===== config.mk =====
export PLATFORM = sky130hd
export DESIGN_NAME = spi_burst_reader
export DESIGN_NICKNAME = d
export VERILOG_FILES = /design/src/rtl/spi_burst_reader.sv
export SDC_FILE = /design/constraint.sdc
export NUM_CORES = 1
export LEC_CHECK = 0
export CORE_ASPECT_RATIO = 1.2
export CORE_MARGIN = 4
export CORE_UTILIZATION = 52
export DETAILED_ROUTE_END_ITERATION = 16
export GPL_TIMING_DRIVEN = 0
export PLACE_DENSITY = 0.74
export SETUP_SLACK_MARGIN = 0.05
export SLEW_MARGIN = 40
export SYNTH_ARGS = -nofsm -noshare
export SYNTH_HDL_FRONTEND = slang
export SYNTH_SLANG_ARGS = --single-unit

===== constraint.sdc =====
create_clock -name Clock -period 2.4 [get_ports Clock]
set_input_delay 0.24 -clock Clock [delete_from_list [all_inputs] [get_ports Clock]]
set_output_delay 0.24 -clock Clock [all_outputs]
set_load 0.005 [all_outputs]

===== src/rtl/spi_burst_reader.sv =====
// SPI mode-0 burst reader: sends CMD, ADDR, then clocks in NBYTES bytes into one packed word.
// Burst takes 2*CLK_DIV*(16+8*NBYTES) cycles, then CS_GAP*CLK_DIV cycles; fetch is ignored while ready=0.
module spi_burst_reader #(
  parameter int         CLK_DIV = 4,
  parameter int         NBYTES  = 4,
  parameter logic [7:0] CMD     = 8'h0B,
  parameter logic [7:0] ADDR    = 8'h0E,
  parameter int         CS_GAP  = 2
) (
  input  logic                  Clock,
  input  logic                  Reset,
  input  logic                  fetch,
  output logic                  ready,
  output logic                  arrived,
  output logic [8*NBYTES-1:0]   data,
  output logic                  SCLK,
  input  logic                  MISO,
  output logic                  MOSI,
  output logic                  CS
);

  localparam int B  = 16 + 8 * NBYTES;
  localparam int HW = $clog2(2 * CLK_DIV);
  localparam int BW = $clog2(B + 1);
  localparam int GW = $clog2(CS_GAP * CLK_DIV + 1);

  localparam logic [HW-1:0] H_LAST = HW'(CLK_DIV - 1);
  localparam logic [HW-1:0] H_END  = HW'(2 * CLK_DIV - 1);
  localparam logic [BW-1:0] B_ALL  = BW'(B);
  localparam logic [BW-1:0] B_HDR  = BW'(16);
  localparam logic [GW-1:0] G_END  = GW'(CS_GAP * CLK_DIV - 1);

  localparam logic [1:0] S_IDLE  = 2'd0;
  localparam logic [1:0] S_SHIFT = 2'd1;
  localparam logic [1:0] S_GAP   = 2'd2;

  logic [1:0]          state;
  logic [HW-1:0]       hcnt;
  logic [BW-1:0]       bcnt;
  logic [GW-1:0]       gcnt;
  logic [15:0]         txsr;
  logic [8*NBYTES-1:0] rxsr;
  logic [8*NBYTES-1:0] word;

  assign ready = (state == S_IDLE);
  assign MOSI  = txsr[15];

  // rxsr holds the first received byte in its top bits; reorder so byte k lands at data[8k+:8]
  always_comb begin
    word = '0;
    for (int k = 0; k < NBYTES; k++) begin
      word[8*k +: 8] = rxsr[8*(NBYTES-1-k) +: 8];
    end
  end

  always_ff @(posedge Clock or negedge Reset) begin
    if (!Reset) begin
      state   <= S_IDLE;
      hcnt    <= '0;
      bcnt    <= '0;
      gcnt    <= '0;
      txsr    <= '0;
      rxsr    <= '0;
      data    <= '0;
      arrived <= 1'b0;
      SCLK    <= 1'b0;
      CS      <= 1'b1;
    end else begin
      arrived <= 1'b0;
      case (state)
        S_IDLE: begin
          if (fetch) begin
            state <= S_SHIFT;
            CS    <= 1'b0;
            hcnt  <= '0;
            bcnt  <= '0;
            txsr  <= {CMD, ADDR};
          end
        end
        S_SHIFT: begin
          hcnt <= (hcnt == H_END) ? '0 : hcnt + HW'(1);
          if (hcnt == H_LAST) begin
            SCLK <= 1'b1;
            bcnt <= bcnt + BW'(1);
            // command/address phase returns nothing useful
            if (bcnt >= B_HDR) rxsr <= {rxsr[8*NBYTES-2:0], MISO};
          end
          if (hcnt == H_END) begin
            SCLK <= 1'b0;
            txsr <= {txsr[14:0], 1'b0};
            if (bcnt == B_ALL) begin
              state   <= S_GAP;
              CS      <= 1'b1;
              data    <= word;
              arrived <= 1'b1;
              gcnt    <= '0;
            end
          end
        end
        S_GAP: begin
          if (gcnt == G_END) state <= S_IDLE;
          else               gcnt  <= gcnt + GW'(1);
        end
        default: state <= S_IDLE;
      endcase
    end
  end

endmodule


## Word-level counts from Yosys, hierarchy flattened

Cells that the tools add are included.

| word-level totals | value |
|---|---|
| register bits after elaboration | 98 |
| input port bits | 4 |
| word-level logic and storage cells | 66 |
| output and inout port bits | 37 |

| operators by class | value |
|---|---|
| $lt $le $gt $ge | 1 |
| $add $sub $neg | 3 |
| reduce and logical (&&, ||, !) cells | 13 |
| equality and inequality tests | 12 |
| mux-type cells | 27 |

Operator list:

| cell | count |
|---|---|
| $mux 16 | 2 |
| $pmux 16 s2 | 1 |
| $mux 4 | 3 |
| $mux 6 | 2 |
| $ne 2x2->1 const B | 6 |
| $pmux 6 s2 | 1 |
| $reduce_and 3->1 | 4 |
| $reduce_and 4->1 | 3 |
| $mux 1 | 8 |
| $mux 2 | 4 |
| $pmux 4 s2 | 1 |
| $add 6x1->6 const B | 1 |
| $eq 6x6->1 const B | 1 |
| $ge 6x5->1 const B | 1 |
| $mux 3 | 2 |
| $pmux 2 s3 | 1 |
| $pmux 3 s2 | 1 |
| $reduce_bool 2->1 | 3 |
| $add 4x1->4 const B | 1 |
| $eq 4x3->1 const B | 1 |
| $reduce_and 2->1 | 2 |
| $add 3x1->3 const B | 1 |
| $eq 3x2->1 const B | 1 |
| $eq 3x3->1 const B | 1 |
| 4 further kinds | 4 |

## Depth between registers and ports, before layout

Gate-level depths: netlist of the first run.

| logic depth | value |
|---|---|
| depth after elaboration | 4 |
| gate-level depth with buffers | 8 |
| depth with buffers taken out | 6 |

## Least setup slack after synthesis of the first run

OpenSTA, ideal clock, no wires.

| timing path | value |
|---|---|
| kind | register -> register |
| from | register hcnt[0] |
| to | register data[0] |
| setup time | 0.125 ns |
| arrival time | 1.782 ns |
| stages on the path, launching flop included | 8 |
| path buffers | 2 |
| path slack | 0.494 ns |
| clock period less this slack | 1.906 ns |
| data required time | 2.275 ns |
| cells stage by stage | dfrtp_1 ha_1 ha_1 nand4bb_4 nor3_2 buf_4 buf_6 mux2_2 |

| between the ends | value |
|---|---|
| cells in the longest elaborated chain, start to end | 2 |

RTL lines:

| what | RTL line | source |
|---|---|---|
| start, declared | 38 | `logic [HW-1:0] hcnt;` |
| start signal, assigned | 81 | `hcnt <= (hcnt == H_END) ? '0 : hcnt + HW'(1);` |
| $eq 3x3->1 | 88 | `if (hcnt == H_END) begin` |
| $reduce_and 3->1 (no source line) | - |  |
| end signal, assigned | 94 | `data <= word;` |
| end, declared | 15 | `output logic [8*NBYTES-1:0] data,` |

No other way between the ends.
A chain may end at the register's enable or synchronous reset.

## Worst setup path in the final report of the first run

Same ends and word-level chain as after synthesis.

==> reports/metrics.yaml, run 1 <==
synth:
  synth-seq-cells: 97
  synth_edf_count: 0
  ys_seq_area_share_pct: 61.89
  synthCells: 297
  syn_avg_cell_area_sq_um: 13.21
  synthArstFlopShare_pct: 100.0
  synth.most_common_cell: "dfrtp_1"
  netlist.area_leader.share_pct: 61.22
  ys.flop_type: "dfrtp_1"
  yosys-top-cells-area: "dfrtp_1 61%, mux2_2 18%, nand2_1 4.0%, ha_1 1.9%, nand3_1 1.5%"
  synth_cell_types: 39
  synthesis.nets: 307
  yosysTopAreaCell: "dfrtp_1"
  yosys-top-cells-count: "96 x dfrtp_1, 61 x mux2_2, 42 x nand2_1, 12 x nand3_1, 12 x o21ai_0"
  syn_area_sq_um: 3924
  yosys_warnings: 0
cells_and_area:
  final_nets: 360
  fin_util_pct: 63.87
  areaGrowthSynthToFinish_pct: 19.10
  antenna_cells: 0
  design_area_sq_um: 4673
  final_cells: 445
  layout-drive-gt1-share_pct: 27.61
place:
  gp_congestion: 0.7908
  portBuffers: 40
  place_inst: 428
  dp_hpwl_mm: 4.552
  placed_cell_area_sq_um: 4469
critical_path:
  path_class: "flip-flop to flip-flop"
  reg2reg_depth: 7
  cpPeakStageDelay_ns: 0.39
  startpoint_type: "flip-flop"
  worstReg2RegEnd: "data[0]"
  cp_slowest_cell: "dfrtp_1"
  cp-end-kind: "flip-flop"
  critPathMaxFanout: 10
  path_cells: "ha_1 > ha_1 > nand4bb_4 > nor3_2 > buf_4 > buf_6 > mux2_2"
  crit_required_ns: 2.64
  cp.arrival_ns: 2.43
  crit_start: "hcnt[0]"
  cpMostUsedCell: "ha_1"
  reg2reg_from: "hcnt[0]"
  reg2reg_slack_ns: 0.21
clock_tree:
  cts_buffers: 9
  cts_tree: "yes"
  cts_buffer_depth: 2
  cts.sinks: 97
  clk_latency_ns: 0.36
  ctsRootBufferMaster: "clkbuf_8"
  h-tree-depth: 3
  clk_pin_slew_worst_paths_ns: 0.09
routing:
  drt_iter0_markers: 66
  antenna_left: 0
  via_per_inst: 5.265
  drt-total-wl_mm: 6.537
  drtPass1Iterations: 4
  drc: 0
  avgRoutedWirePerCell_um: 14.69
  vias: 2343
timing:
  whs_ns: 0.3478
  rsz0062_at_grt: "no"
  tightest_slew_ns: 0.5142
  hold_viol: 0
  period_needed_ns: 2.188
  fin_skew_ns: 0.01144
  fin_crit_sh_pct: 91.18
  fmax_mhz: 457.0
  slew_violations: 0
  maxSlewHeadroom_pct: 65.49
  finalSetupViolCount: 0
  tns_ns: 0
run_status:
  status: "complete, no violations"
die:
  row_count: 34
  initial_utilization_pct: 53.63
  die-height_um: 103.2
  dieArea_sq_um: 9005
  dieWidth_um: 87.30
  core_sq_um: 7317
  io_pins: 41
power_and_ir_drop:
  p_leak_nw: 2.293
  power.density_nw_per_um2: 790.0
  max-vdd-ir-drop_mv: 0.5740
min_path:
  min_path_type: "primary input to async pin"
global_route:
  grt_max_degree: 58
  grt_pass1_vias: 2372
  antenna_found_initial: 0
  grt_use_total_pct: 15.95
  overflow: 0
  grt_pass1_wl_mm: 11.12
job:
  drv_cap: 0
cell families after synthesis:
| group | Yosys count | synth area share, % |
|---|---|---|
| adder cells (fa/ha/maj) | 6 | 1.913 |
| flip-flops | 97 | 61.89 |
| AO/OA/AOI/OAI | 25 | 3.954 |
| buffers and inverters | 18 | 2.391 |
| XOR/XNOR | 4 | 0.8930 |
| AND/OR/NAND/NOR | 82 | 10.04 |
| multiplexers | 65 | 18.91 |
through the flow:
step                total power, W  setup WS [ns]
floorplan                 0.002503         0.4937
global placement          0.002702         -2.476
detailed placement        0.002743         0.2183
CTS                       0.003740         0.1913
global route              0.003923        0.07192
finish                    0.003692         0.2118
state kept, by name, summed over array words and instances, names as in the netlist:
name and flops:
CS 1, SCLK 1, arrived 1, bcnt 6, data 32, gcnt 4
hcnt 3, rxsr 32, state 2, txsr 15
worst max path at each step:
| stage | end | slack, ns |
|---|---|---|
| 3_3_place_gp | rxsr[5] | -2.48 |
| 4_1_cts | data[28] | 0.19 |
| 3_5_place_dp | data[28] | 0.22 |
| 6_report | data[0] | 0.21 |
| 5_1_grt | data[0] | 0.07 |
| 2_1_floorplan | data[0] | 0.49 |
where the power goes:
part	leakage (nW)	switching (W)	internal [W]
clock network	0.0870	0.000575	0.000417
logic	0.887	0.000342	0.000322
registers	1.32	0.000167	0.00187
total	2.29	0.00108	0.00261
routing by layer:
layer	wire (um)	up-vias	track usage (%)
li1	-	1124	-
met1	3063	1165	21.19
met2	3045	43	25.00
met3	293	11	3.837
met4	134	0	7.084
met5	0	-	0
critical path: cells and delay by family, from the launching register on:
family	cells	cell delay (ns)
adder cells (fa/ha/maj)	2	0.52
flip-flops	1	0.39
AND/OR/NAND/NOR	2	0.43
buffers and inverters	2	0.41
multiplexers	1	0.34
cell type report:
| cell class | instances | area [sq um] |
|---|---|---|
| Fill cell | 584 | 2644 |
| Sequential cell | 97 | 2429 |
| Multi-Input combinational cell | 182 | 1406 |
| Timing Repair Buffer | 42 | 442.9 |
| Clock buffer | 10 | 137.6 |
| Tap cell | 90 | 112.6 |
| Buffer | 14 | 78.83 |
| Clock inverter | 6 | 51.30 |
| Inverter | 4 | 15.01 |
layout by cell type, fill, tap and decap left out, types with 6 or more instances in the layout:
cell type        count
o21ai_0             12
nand3_1             12
clkdlybuf4s50_1     39
nor2_1              10
clkbuf_8            10
dfrtp_1             96
mux2_2              61
nand2_1             42
ha_1                 6
repair_timing:
item                                   in CTS  in global routing
buffers inserted                            0                  0
endpoints found under the hold margin      39                  0
setup endpoints to repair                   0                  0
resized for setup                           0                  0
hold buffers                                1                  0
Power figures use the tool's default switching activity.
==> inputs of run 2 (changes only) <==
Settings changed: DONT_BUFFER_PORTS set to 1, MAX_ROUTING_LAYER set to met4, PLACE_DENSITY 0.74 to 0.67.
==> reports/metrics.yaml, run 2 (synthesis gave the netlist of run 1 again) <==
cells_and_area:
  reg_top3: "data: 32 flops, rxsr: 32 flops, txsr: 15 flops"
  layout_common_cells: "96 x dfrtp_1, 61 x mux2_2, 42 x nand2_1, 12 x nand3_1, 12 x o21ai_0"
  design_area_sq_um: 4272  # -8.6%
  final_nets: 318  # -12%
  layout_commonest_cell: "dfrtp_1"
  fin_util_pct: 58.38  # -5.5 points
  final.fill_count: 624  # +6.8%
  antenna_cells: 0  # unchanged
  layout-drive-gt1-share_pct: 30.67  # +3.1 points
  areaGrowthSynthToFinish_pct: 8.865
critical_path:
  reg2reg_slack_ns: 0.25  # +0.04 ns
  crit_required_ns: 2.65  # about the same
  cpPeakStageDelay_ns: 0.39  # about the same
  crit_start: "hcnt[0]"
  reg2reg_depth: 7  # unchanged
  critical_path_buf_inv_count: 2  # unchanged
  worstReg2RegEnd: "data[0]"
  crit_family: "adder cells"
  path_class: "flip-flop to flip-flop"
  cp_slowest_cell: "dfrtp_1"
  startpoint_type: "flip-flop"
  critPathMaxFanout: 10  # unchanged
  reg2reg_from: "hcnt[0]"
  cpMostUsedCell: "ha_1"
  path_cells: "ha_1 > ha_1 > nand4bb_4 > nor3_2 > buf_4 > buf_6 > mux2_2"
  cp.arrival_ns: 2.40  # -0.03 ns
  cp-end-kind: "flip-flop"
global_route:
  grt_pass1_vias: 2317  # -2.3%
  antenna_found_initial: 0  # unchanged
  grt_max_degree: 98  # +69%
  grt_pass1_wl_mm: 11.00  # -1.1%
  overflow: 0  # unchanged
  grt_use_total_pct: 16.28  # +0.33 points
place:
  gp_congestion: 0.8027  # +1.5%
  placed_cell_area_sq_um: 4036  # -9.7%
  portBuffers: 0  # -100%
  place_ws_ns: 0.2393  # +0.02096 ns
  dp_hpwl_mm: 4.215  # -7.4%
timing:
  hold_viol: 97  # +97
  period_needed_ns: 2.151  # -0.03766 ns
  fin_crit_sh_pct: 89.61  # -1.6 points
  whs_ns: -0.4314  # -0.7792 ns
  tns_ns: 0  # unchanged
  slew_violations: 0  # unchanged
  fmax_mhz: 465.0  # +1.8%
  finalSetupViolCount: 0  # unchanged
  setup_slack_ns: 0.2494  # +0.03766 ns
  fin_skew_ns: 0.01254  # +0.001108 ns
  maxSlewHeadroom_pct: 65.28  # -0.21 points
  rsz0062_at_grt: "no"
  tightest_slew_ns: 0.5173  # +0.003182 ns
die:
  initial_utilization_pct: 53.63  # unchanged
  dieWidth_um: 87.30  # unchanged
  core_sq_um: 7317  # unchanged
  row_count: 34  # unchanged
  die-height_um: 103.2  # unchanged
  io_pins: 41  # unchanged
  dieArea_sq_um: 9005  # unchanged
job:
  drv_cap: 0  # unchanged
routing:
  drt-total-wl_mm: 6.232  # -4.7%
  vias: 2179  # -7.0%
  drtPass1Iterations: 4  # unchanged
  antenna_left: 0  # unchanged
  drt_iter0_markers: 63  # -4.5%
  via_per_inst: 5.407  # +2.7%
  drc: 0  # unchanged
  avgRoutedWirePerCell_um: 15.46  # +5.3%
clock_tree:
  cts.sinks: 97  # unchanged
  post-cts-setup-buffers: 0  # unchanged
  post_cts_resize_count: 0  # unchanged
  cts_buffers: 9  # unchanged
  ctsRootBufferMaster: "clkbuf_8"
  cts_tree: "yes"
  clk_pin_slew_worst_paths_ns: 0.10  # about the same
  cts_buffer_depth: 2  # unchanged
  h-tree-depth: 3  # unchanged
  clk_latency_ns: 0.36  # about the same
power_and_ir_drop:
  max-vdd-ir-drop_mv: 0.5286  # -7.9%
  power.density_nw_per_um2: 889.8  # +13%
  p_leak_nw: 2.164  # -5.6%
run_status:
  status: "finished, violations left"
  violations: "negative hold slack"
min_path:
  min_path_type: "primary input to async pin"
-- run 2: power by group --
part / internal [W] / total [W] / switching, W
sequential: 0.00187 / 0.00203 / 0.000165
combinational: 0.000268 / 0.000571 / 0.000304
clock: 0.000607 / 0.00120 / 0.000588
-- run 2: worst max path at each step --
stage,to,slack (ns),cells past startpoint
finish,data[0],0.25,7
global route,data[0],0.07,7
CTS,data[0],0.21,7
detailed placement,data[0],0.24,7
global placement,data[28],0.26,7
floorplan,data[0],0.49,7
-- run 2: cell type report --
class | count | area, sq um | area share (%)
buffer | 14 | 78.83 | 1.845
sequential | 97 | 2429 | 56.85
clock buffer | 9 | 123.9 | 2.900
tap | 90 | 112.6 | 2.636
clock inverter | 7 | 106.4 | 2.490
inverter | 4 | 15.01 | 0.3515
multi-input combinational | 182 | 1406 | 32.92
-- run 2: metal layers --
metal	global-route usage, %	wire length, um
met5	-	0
met1	19.82	2761
met3	4.876	347
met2	24.83	3005
met4	7.792	117
-- run 2: through the flow --
step / total power, W / cells
5_1_grt: 0.004052 / 403
4_1_cts: 0.003847 / 403
3_3_place_gp: 0.002615 / 387
6_report: 0.003801 / 403
3_5_place_dp: 0.002651 / 387
2_1_floorplan: 0.002503 / 297
